$ cat src/rtl/timer_bus_arbiter.sv
// Two-master round-robin arbiter for the timer register port (CPU = m0, DMA = m1).
// Optional slave-grant timeout with bus_err pulse is enabled by defining ARB_TIMEOUT_EN.
package design_params_pkg;
  localparam int ADDR_WIDTH = 8;
  localparam int DATA_WIDTH = 16;
endpackage

module timer_bus_arbiter
  import design_params_pkg::*;
#(
  parameter int P_ADDR_WIDTH = ADDR_WIDTH,
  parameter int P_DATA_WIDTH = DATA_WIDTH,
  parameter int P_TIMEOUT    = 8
) (
  input  logic                    clk,
  input  logic                    reset,
  input  logic                    m0_req,
  input  logic [P_ADDR_WIDTH-1:0] m0_addr,
  input  logic [P_DATA_WIDTH-1:0] m0_wdata,
  input  logic                    m0_write_en,
  output logic                    m0_gnt,
  output logic [P_DATA_WIDTH-1:0] m0_rdata,
  input  logic                    m1_req,
  input  logic [P_ADDR_WIDTH-1:0] m1_addr,
  input  logic [P_DATA_WIDTH-1:0] m1_wdata,
  input  logic                    m1_write_en,
  output logic                    m1_gnt,
  output logic [P_DATA_WIDTH-1:0] m1_rdata,
  output logic                    s_req,
  output logic [P_ADDR_WIDTH-1:0] s_addr,
  output logic [P_DATA_WIDTH-1:0] s_wdata,
  output logic                    s_write_en,
  input  logic                    s_gnt,
  input  logic [P_DATA_WIDTH-1:0] s_rdata,
  output logic                    bus_err
);

  typedef enum logic [1:0] {IDLE, WAIT, RELEASE} state_t;

  typedef struct packed {
    logic [P_ADDR_WIDTH-1:0] addr;
    logic [P_DATA_WIDTH-1:0] wdata;
    logic                    write_en;
  } mreq_t;

  state_t state, state_nx;
  logic   owner, owner_nx;
  logic   last, last_nx;
  logic   s_req_nx;
  logic   any_req, winner;
  logic   in_wait, timeout, done, err_cyc;
  mreq_t  req_sel;
  logic [P_DATA_WIDTH-1:0] rd_data;

  assign any_req = m0_req | m1_req;
  // On a tie the master that was not served last wins; last resets to 1 so m0 wins first.
  assign winner  = (m0_req & m1_req) ? ~last : m1_req;
  assign in_wait = (state == WAIT);

`ifdef ARB_TIMEOUT_EN
  localparam int CNT_W = $clog2(P_TIMEOUT + 1);
  logic [CNT_W-1:0] to_cnt;

  always_ff @(posedge clk or posedge reset) begin
    if (reset)                              to_cnt <= '0;
    else if (state == IDLE && any_req)      to_cnt <= '0;
    else if (in_wait && !s_gnt && !timeout) to_cnt <= to_cnt + 1'b1;
  end

  assign timeout = in_wait && (to_cnt == CNT_W'(P_TIMEOUT));
`else
  logic unused_timeout;
  assign unused_timeout = (P_TIMEOUT > 0);
  assign timeout        = 1'b0;
`endif

  // A real slave grant always beats a timeout landing in the same cycle.
  assign done    = in_wait & (s_gnt | timeout);
  assign err_cyc = in_wait & timeout & ~s_gnt;

  always_comb begin
    state_nx = state;
    owner_nx = owner;
    last_nx  = last;
    s_req_nx = s_req;
    case (state)
      IDLE: if (any_req) begin
        owner_nx = winner;
        state_nx = WAIT;
        s_req_nx = 1'b1;
      end
      WAIT: if (done) begin
        state_nx = RELEASE;
        s_req_nx = 1'b0;
        last_nx  = owner;
      end
      RELEASE: state_nx = IDLE;
      default: state_nx = IDLE;
    endcase
  end

  always_ff @(posedge clk or posedge reset) begin
    if (reset) begin
      state <= IDLE;
      owner <= 1'b0;
      last  <= 1'b1;
      s_req <= 1'b0;
    end else begin
      state <= state_nx;
      owner <= owner_nx;
      last  <= last_nx;
      s_req <= s_req_nx;
    end
  end

  assign req_sel    = owner ? mreq_t'{m1_addr, m1_wdata, m1_write_en}
                            : mreq_t'{m0_addr, m0_wdata, m0_write_en};
  assign s_addr     = req_sel.addr;
  assign s_wdata    = req_sel.wdata;
  assign s_write_en = req_sel.write_en;

  assign m0_gnt   = done & ~owner;
  assign m1_gnt   = done &  owner;
  assign rd_data  = err_cyc ? '1 : s_rdata;
  assign m0_rdata = owner ? '0 : rd_data;
  assign m1_rdata = owner ? rd_data : '0;
  assign bus_err  = err_cyc;

endmodule

$ cat config.mk
export PLATFORM = sky130hd
export DESIGN_NAME = timer_bus_arbiter
export DESIGN_NICKNAME = d
export VERILOG_FILES = /design/src/rtl/timer_bus_arbiter.sv
export SDC_FILE = /design/constraint.sdc
export NUM_CORES = 1
export LEC_CHECK = 0
export CORE_MARGIN = 5
export CORE_UTILIZATION = 21
export DETAILED_ROUTE_END_ITERATION = 8
export PLACE_DENSITY = 0.88
export SLEW_MARGIN = 15
export SYNTH_ARGS = -nofsm -noshare
export SYNTH_HDL_FRONTEND = slang
export SYNTH_SLANG_ARGS = --single-unit
$ cat constraint.sdc
create_clock -name clk -period 0.95 [get_ports clk]
set_input_delay 0.095 -clock clk [delete_from_list [all_inputs] [get_ports clk]]
set_output_delay 0.095 -clock clk [all_outputs]
set_load 0.005 [all_outputs]
# After elaboration in Yosys (flattened, before gate mapping)
# Index checks and enable logic that the tools add are counted.
[totals] reg_bits=5 latch_bits=0 ram_bits=0 romBits=0 input_bits=71 output_inout_bits=61 n_memories=0
[classes] addsub=0 n_mul=0 n_div=0 order_cmp=0 eq_ne=3 shift=0 n_mux=10 bitwise_logic=7 reduce_logical=6
[ops] op="$mux W16" count=2
[ops] op="$mux W25" count=1
[ops] op="$reduce_and A2 Y1" count=3
[ops] op="$and A1 B1 Y1" count=4
[ops] op="$mux W2" count=2
[ops] op="$pmux W2 S2" count=1
[ops] op="$mux W1" count=3
[ops] op="$reduce_and A3 Y1" count=1
[ops] op="$eq A2 B1 Y1 const B" count=1
[ops] op="$logic_not A2 Y1" count=1
[ops] op="$ne A2 B1 Y1 const B" count=1
[ops] op="$ne A2 B2 Y1 const B" count=1
[ops] op="$not A1 Y1" count=2
[ops] op="$pmux W1 S2" count=1
[ops] op="$reduce_bool A2 Y1" count=1
[ops] op="$or A1 B1 Y1" count=1

# Logic depth before layout (Yosys ltp)
[logic_depth] ltp_word=4 ltp_mapped=3 depth_no_buf=3

# Least setup slack after synthesis
# Ideal clock, no wire load.
[synth_timing] path_type="register to output" startpoint="reg owner" endpoint="out s_addr[0]" arrival_ps=918 t_required_ps=855 path_slack_ps=-63 path_stages_with_launch=4 path_buffers=2 path_cell_list="dfrtp_1 buf_6 buf_12 mux2_4"
[synth_between] elab_chain_len=1
[synth_lines] element="start, declared" line_no="47" text="logic owner, owner_nx;"
[synth_lines] element="start signal, assigned" line_no="110" text="owner <= owner_nx;"
[synth_lines] element="$mux W25" line_no="116" text="assign req_sel = owner ? mreq_t'{m1_addr, m1_wdata, m1_write_en}"
[synth_lines] element="end, declared" line_no="30" text="output logic [P_ADDR_WIDTH-1:0] s_addr,"
# No other way between the ends.

# Worst setup path in the final report
[layout_timing] startpoint="reg owner" endpoint="out s_wdata[5]"
[layout_between] elab_chain_len=1
[layout_lines] element="$mux W25" line_no="116"
[layout_lines] element="end, declared" line_no="31" text="output logic [P_DATA_WIDTH-1:0] s_wdata,"
# No other way between the ends.

==> results.toml <==
[placed_design]
io_buffer_count = 130
gp_congestion = 0.708
hpwl_um = 3410
place_ws_ns = -0.567

[logic_synthesis]
ys_seq_area_share_pct = 14.3
synth-seq-cells = 5
synth_area_um2 = 885
syn-instance-count = 88
synth_nets = 159
ys_warn_count = 0
postSynthAreaPerCell_um2 = 10.1
synth.distinct_cells = 23

[floorplan]
pin_count = 132
die_w_um = 74.9
fp.dieH_um = 74.9
coreArea_mm2 = 0.00403
dieArea_mm2 = 0.00561
std_cell_rows = 23
start_util_pct = 22.0

[route]
routedWlPerCell_um = 16.3
wl_met2_um = 2770
first_pass_iters = 2
drc = 0
wl_um = 4770
highest_layer = "met4"
drt_iter0_markers = 11
dr_wl_met3_um = 509
final_antenna_net_count = 0
num_vias = 1256
via_per_inst = 4.30
drt-met1-wl_um = 1420

[power]
internal-power_mw = 4.49
power.leakage_nw = 1.29
pwr-share-seq_pct = 6.3
power.density_mw_per_mm2 = 2410
p_total_mw = 6.52
vdd_drop_max_mv = 1.34
p_switching_mw = 2.03
combPwrFrac_pct = 87.7
pwr-share-clk_pct = 5.9
swShare_pct = 31.1

[clocking]
root_buffer = "clkbuf_8"
cts_max_level = 1
cts.sinks = 5
numCtsBuffers = 3
clock_latency_ns = 0.22
cts_hold_buf = 0
cts_tree = "yes"
path_clk_slew_ns = 0.03
clockBufferDepth = 2

[timing]
rsz0062_at_grt = "true"
final_hold_viol_count = 0
whs_ns = 0.0879
setup_ws_ns = -0.538
fmax_mhz = 672
fin_skew_ns = 0.00106
maxSlewViolCount = 0
fin_crit_sh_pct = 157
finalSetupViolCount = 61
period_needed_ns = 1.49

[setup_path]
crit_type = "flop to primary output"
cp.required_ns = 0.85
endpoint_kind = "primary output"
path_max_fanout = 8
critPathLaunchType = "flop"
reg2reg_depth = 5
crit_arrival_ns = 1.39

[layout]
area_delta_synth_final_pct = 206
final_nets = 314
n_fill_cell = 316
ff_latch_area_um2 = 129
antenna_cells = 0
multi_input_area_um2 = 791
layout-drive-gt1-share_pct = 61.2

[run_status]
violations = "setup timing"
outcome = "finished with violations"

[global_route]
grt-ovfl-total = 0
first_global_vias = 1315
grt.total_usage_pct = 15.0
grt_first_pass_wirelength_um = 6400
grt_start_max_net_pins = 9
antenna_found_initial = 0

[hold_path]
hp-class = "input port to asynchronous set/reset pin"

[flow_run]
cap_violations = 0
[critical path, stage by stage (launching register included)]
cell and delay (ns):
dfrtp_2 0.45, buf_12 0.16, buf_12 0.14, mux2_4 0.30, buf_6 0.12
[cell type report]
class	instances	share of cell area (%)
repair buffers	158	61.7
multi-input cells	73	29.3
flip-flops and latches	5	4.77
well taps	50	2.31
clock buffers	4	1.67
inverters	2	0.278
[metrics by stage]
stage,setup TNS (ns),instance area (µm²),instances,utilization [%]
5_1_grt,-30.47,2700,292,67.1
6_report,-27.71,2700,292,67.1
2_1_floorplan,-1.51,887,88,-
4_1_cts,-29.03,2590,289,64.4
3_5_place_dp,-29.10,2260,267,56.1
3_3_place_gp,-28.52,2260,267,56.1
[registers in the layout, summed over array words and instances, names as in the netlist]
name   flops
state      2
last       1
owner      1
s_req      1
[layout by cell type, fill, tap and decap left out, types with 3 or more instances in the layout]
cell type and count:
clkdlybuf4s50_1 70, buf_6 51, mux2_4 25, buf_2 18, and2_4 16, nor2b_1 9, buf_4 8, nor2b_4 6
buf_16 5, buf_12 4, clkbuf_8 3
[routing by layer]
metal,track usage [%],up-vias
li1,-,601
met1,13.5,575
met2,31.9,72
met3,3.07,8
met4,4.94,0
met5,0,-
[cell usage after synthesis]
cell / n / area, µm²
clkbuf_1: 1 / 3.75
a32o_1: 1 / 10.0
dfstp_2: 1 / 26.3
buf_4: 1 / 7.51
o21ai_0: 2 / 10.0
nor2_1: 2 / 7.51
mux2_2: 2 / 22.5
nor2_4: 1 / 11.3
clkbuf_2: 1 / 5.00
inv_1: 2 / 7.51
buf_2: 1 / 5.00
o31ai_1: 1 / 7.51
dfrtp_1: 4 / 100
mux2_4: 24 / 360
buf_6: 2 / 22.5
and2_1: 17 / 106
nand3_1: 1 / 5.00
nand2_1: 3 / 11.3
nand2b_1: 1 / 6.26
conb_1: 1 / 3.75
nor3_1: 1 / 5.00
buf_12: 2 / 40.0
nor2b_1: 16 / 100
[kinds of logic (layout without fill, tap and decap cells)]
| group | after synthesis | after routing | share of synthesized area, % |
|---|---|---|---|
| other | 1 | 1 | 0.424 |
| muxes | 26 | 26 | 43.3 |
| AOI/OAI and AO/OA | 4 | 4 | 3.11 |
| DFF | 5 | 5 | 14.3 |
| and+or+nand+nor | 42 | 42 | 28.6 |
| buffers and inverters | 10 | 164 | 10.3 |
[what timing repair did]
item	in CTS	in global routing
gates cloned	6	0
resized for setup	305	30
pin swaps	1	2
buffers inserted	13	7
endpoints found under the setup margin	63	63
[worst paths after layout]
kind | startpoint | endpoint | slack [ns]
min in group clk | s_gnt | s_req | 0.55
min reg2reg | s_req | s_req | 0.58
max in group asynchronous | reset | last | 0.62
max reg2reg | owner | owner | -0.38
min | reset | state[1] | 0.09
max | owner | s_wdata[5] | -0.54
[power by group through the flow]
stage | sequential, mW | clock (mW) | combinational (mW)
2_1_floorplan | 0.366 | 0 | 1.86
3_3_place_gp | 0.416 | 0 | 3.77
3_5_place_dp | 0.419 | 0 | 3.82
4_1_cts | 0.426 | 0.400 | 5.44
5_1_grt | 0.431 | 0.414 | 6.05
6_report | 0.413 | 0.388 | 5.72
(Power assumes the default switching activity.)
